[src/rtl/mem_pkg.sv]
// Shared encodings for the unified memory-port arbiter: FSM states,
// access-size codes and the latency counter width.
package mem_pkg;
    localparam logic [1:0] IDLE   = 2'd0;
    localparam logic [1:0] ACCESS = 2'd1;
    localparam logic [1:0] DONE   = 2'd2;

    localparam logic [1:0] SZ_WORD = 2'b00;
    localparam logic [1:0] SZ_BYTE = 2'b01;
    localparam logic [1:0] SZ_HALF = 2'b10;

    // MEM_LAT is capped at 15, so four bits always hold MEM_LAT-1
    localparam int CNT_W = 4;

    typedef enum logic [1:0] {
        ST_IDLE   = IDLE,
        ST_ACCESS = ACCESS,
        ST_DONE   = DONE
    } state_t;
endpackage

[src/rtl/mem_port_arbiter_rr_pick2.sv]
// Two-way round-robin pick: a lone requester wins, and on a tie the port
// that was not granted last time wins.
module rr_pick2 (
    input  logic req0,
    input  logic req1,
    input  logic last,
    output logic win,
    output logic valid
);
    assign valid = req0 | req1;
    assign win   = (req0 & req1) ? ~last : req1;
endmodule

[src/rtl/mem_port_arbiter.sv]
// Arbitrates the single memory port between the CPU (port 0) and a DMA
// master (port 1), sequences a fixed-latency access and pulses done.
module mem_port_arbiter
    import mem_pkg::*;
#(
    parameter int ADDR_W  = 32,
    parameter int DATA_W  = 32,
    parameter int MEM_LAT = 2
) (
    input  logic              clk,
    input  logic              rst_n,
    input  logic              req0,
    input  logic              req1,
    input  logic              we0,
    input  logic              we1,
    input  logic [1:0]        size0,
    input  logic [1:0]        size1,
    input  logic [ADDR_W-1:0] addr0,
    input  logic [ADDR_W-1:0] addr1,
    input  logic [DATA_W-1:0] wdata0,
    input  logic [DATA_W-1:0] wdata1,
    output logic              gnt0,
    output logic              gnt1,
    output logic              done0,
    output logic              done1,
    output logic [DATA_W-1:0] rdata,
    output logic              mem_en,
    output logic              mem_we,
    output logic [1:0]        mem_size,
    output logic [ADDR_W-1:0] mem_addr,
    output logic [DATA_W-1:0] mem_wdata,
    input  logic [DATA_W-1:0] mem_rdata
);
    localparam logic [CNT_W-1:0] CNT_INIT = CNT_W'(MEM_LAT - 1);

    state_t           state;
    logic             owner;
    logic             last;
    logic [CNT_W-1:0] cnt;
    logic             win;
    logic             valid;

    rr_pick2 u_pick (
        .req0  (req0),
        .req1  (req1),
        .last  (last),
        .win   (win),
        .valid (valid)
    );

    // Grants are the only outputs decoded straight from state and owner
    assign gnt0 = (state == ST_ACCESS || state == ST_DONE) && !owner;
    assign gnt1 = (state == ST_ACCESS || state == ST_DONE) &&  owner;

    always_ff @(posedge clk or negedge rst_n) begin
        if (!rst_n) begin
            state     <= ST_IDLE;
            owner     <= 1'b0;
            last      <= 1'b1;
            cnt       <= '0;
            done0     <= 1'b0;
            done1     <= 1'b0;
            rdata     <= '0;
            mem_en    <= 1'b0;
            mem_we    <= 1'b0;
            mem_size  <= SZ_WORD;
            mem_addr  <= '0;
            mem_wdata <= '0;
        end else begin
            done0 <= 1'b0;
            done1 <= 1'b0;
            case (state)
                ST_IDLE: begin
                    if (valid) begin
                        owner     <= win;
                        cnt       <= CNT_INIT;
                        mem_en    <= 1'b1;
                        mem_we    <= win ? we1    : we0;
                        mem_size  <= win ? size1  : size0;
                        mem_addr  <= win ? addr1  : addr0;
                        mem_wdata <= win ? wdata1 : wdata0;
                        state     <= ST_ACCESS;
                    end
                end
                ST_ACCESS: begin
                    if (cnt == '0) begin
                        if (!mem_we)
                            rdata <= mem_rdata;
                        mem_en <= 1'b0;
                        done0  <= !owner;
                        done1  <= owner;
                        state  <= ST_DONE;
                    end else begin
                        cnt <= cnt - 1'b1;
                    end
                end
                ST_DONE: begin
                    last  <= owner;
                    state <= ST_IDLE;
                end
                default: state <= ST_IDLE;
            endcase
        end
    end
endmodule

[config.mk]
export PLATFORM = sky130hd
export DESIGN_NAME = mem_port_arbiter
export DESIGN_NICKNAME = d
export VERILOG_FILES = /design/src/rtl/mem_pkg.sv /design/src/rtl/mem_port_arbiter_rr_pick2.sv /design/src/rtl/mem_port_arbiter.sv
export SDC_FILE = /design/constraint.sdc
export NUM_CORES = 1
export LEC_CHECK = 0
export CAP_MARGIN = 20
export CORE_MARGIN = 5
export CORE_UTILIZATION = 36
export CTS_BUF_LIST = sky130_fd_sc_hd__clkbuf_4
export DETAILED_ROUTE_END_ITERATION = 10
export PLACE_DENSITY = 0.79
export REMOVE_ABC_BUFFERS = 1
export SLEW_MARGIN = 30
export SYNTH_ARGS = -nofsm -noshare
export SYNTH_HDL_FRONTEND = slang
export SYNTH_HIERARCHICAL = 1
export SYNTH_SLANG_ARGS = --single-unit
[constraint.sdc]
create_clock -name clk -period 2 [get_ports clk]
set_input_delay 0.3 -clock clk [delete_from_list [all_inputs] [get_ports clk]]
set_output_delay 0.3 -clock clk [all_outputs]
set_load 0.01 [all_outputs]
==> results.toml <==
[cts]
cts_made_buffers = 9
cts.root.buffer_cell = "clkbuf_4"
clk_pin_slew_ns = 0.15
clock_latency_ns = 0.44
h-tree-depth = 3
cts.sinks = 110
cts_tree = "done"
clockBufferDepth = 2

[hold_path]
holdCritPathClass = "in2async"

[placement]
place_congestion = 0.813
hpwl_um = 12000
io_buffer_count = 273
dp.cells = 853

[sta]
setup_viol = 2
worstMarginPinSlew_ns = 0.529
fin_crit_ns = 2.00
finalCritPeriodShare_pct = 100
max_slew_margin_pct = 64.7
fmax_mhz = 499
hold_viol = 0
holdWs_ns = 0.322
drv_slew = 0
setup_tns_ns = -0.00592
layout_setup_ws_ns = -0.00364
rsz0062_at_grt = "true"
finalClockSkew_ns = 0.0128

[finish]
final_cell_mix = "clkdlybuf4s50_1, dfrtp_1, a21oi_1"
drive_above_1_share_pct = 11.6
fin_util_pct = 61.9
antenna_cells = 0
nNetsFinal = 873
fin_cells = 877
layout.cells.most_common = "clkdlybuf4s50_1"
area_delta_synth_final_pct = 69.1

[drt]
wl_per_cell_um = 17.6
drtIter0Drc = 154
vias = 4219
drt-pass1-iter-count = 4
drc_errors = 0
wl_um = 15400
viasPerCell = 4.81
drtAntennaViolNets = 0

[critical_path]
required_ns = 2.33
crit_path_end_kind = "register"
worstSetupStartpointType = "register"
criticalPathCategory = "reg2reg"
arrival_ns = 2.34
cp_max_fo = 8

[power]
power_uw = 11200
power.leakage_uw = 0.00344
power_density_nw_per_um2 = 1360
peakVddDrop_uv = 712

[floorplan]
die_h_um = 126
start_util_pct = 36.6
ios = 274
core-area_um2 = 13200
die_area_um2 = 15900
die_w_um = 126
std_cell_rows = 42

[synthesis]
avgSynthCellArea_um2 = 11.6
yosysSeqAreaShare_pct = 56.8
synthDistinctLibCells = 33
synth_edf_count = 0
synthArstFlopShare_pct = 100
yosysWarnings = 6
syn_inst = 418
synth-seq-cells = 110
synthFlopType = "dfrtp_1"
syn_area_um2 = 4850

[global_routing]
grt_pass1_wl_um = 23100
antenna_found_initial = 0
grt_pass1_vias = 4474
grt_overflow = 0
grt_max_degree = 58
globalRouteTotalUtil_pct = 18.2

[outcome]
status = "finished with violations"
violations = "setup timing"

[job]
max_cap_violations = 0
==> power breakdown <==
group / switching [µW] / internal (µW) / leakage, µW
logic: 2650 / 3500 / 0.00213
clock network: 660 / 391 / 0.0000679
registers: 635 / 3320 / 0.00125
total: 3950 / 7210 / 0.00344
==> repair_timing <==
item,4_1_cts,5_1_grt
setup buffers,1,5
pin swaps,0,1
gates resized for setup,2,30
endpoints found under the hold margin,23,0
endpoints found under the setup margin,2,34
gates cloned,0,3
hold buffers,1,0
==> critical path: stages, from the launching register on <==
cell       delay (ns)
dfrtp_1          0.43
inv_2            0.09
ha_4             0.14
or3b_4           0.40
nor3_4           0.21
buf_6            0.15
clkbuf_16        0.15
mux2_2           0.33
==> cells by family (layout without fill, tap and decap cells) <==
family                   count (synthesis)  in the layout  synth area share (%)
multiplexers                           102            102                  21.9
AO/OA/AOI/OAI                           82             82                  9.00
AND/OR/NAND/NOR                         86             86                  7.77
flip-flops                             110            110                  56.8
adder cells (fa/ha/maj)                  5              5                  1.29
buffers and inverters                   33            316                  3.22
==> metrics by stage <==
| stage | cell area (µm²) | worst slack [ns] |
|---|---|---|
| 3_5_place_dp | 7870 | 0.0450 |
| 4_1_cts | 8000 | 0.0146 |
| 3_3_place_gp | 7870 | 0.124 |
| 6_report | 8200 | -0.00364 |
| 2_1_floorplan | 4710 | -3.68 |
| 5_1_grt | 8200 | -0.0533 |
==> area by class of cell <==
| class | instances | area [µm²] |
|---|---|---|
| multi-input combinational | 275 | 2040 |
| fill | 1058 | 5040 |
| timing repair buffer | 297 | 3050 |
| clock inverter | 3 | 37.5 |
| inverter | 5 | 18.8 |
| tap | 176 | 220 |
| clock buffer | 11 | 82.6 |
| sequential | 110 | 2750 |
==> registers in the layout (all words and copies together) (netlist names) <==
signal,flops
last,1
state,2
mem_addr,32
owner,1
mem_we,1
done0,1
rdata,32
mem_en,1
cnt,4
mem_wdata,32
mem_size,2
done1,1
==> synth_stat cells (2+ instances only) <==
cell	number	share of area [%]
dfrtp_1	109	56
nand2b_1	2	0.26
ha_1	5	1.3
inv_1	5	0.39
a22oi_1	2	0.31
clkbuf_1	6	0.46
buf_6	3	0.70
a21oi_1	69	7.1
mux2_2	34	7.9
buf_2	8	0.83
nor2b_1	3	0.39
buf_1	11	0.85
nor2_1	67	5.2
o21ai_0	5	0.52
nand2_1	2	0.15
mux2i_1	68	14
and2_1	3	0.39
==> path summary, 6_finish.rpt <==
kind | from | to | slack, ns | cells past startpoint
max | cnt[0] | rdata[2] | -0.004 | 7
min | rst_n | mem_addr[14] | 0.32 | 2
max reg2reg | cnt[0] | rdata[2] | -0.004 | 7
min reg2reg | rdata[17] | rdata[17] | 0.52 | 1
max in group asynchronous | rst_n | rdata[18] | 0.95 | 3
min in group clk | mem_rdata[30] | rdata[30] | 0.46 | 2
==> per-layer routing <==
| layer | global-route usage [%] | routed length, µm | up-vias |
|---|---|---|---|
| li1 | - | - | 2007 |
| met5 | 0 | 0 | - |
| met2 | 32.3 | 7910 | 199 |
| met4 | 5.43 | 217 | 0 |
| met3 | 6.35 | 1350 | 14 |
| met1 | 20.6 | 5950 | 1999 |
Power figures use the tool's default switching activity.
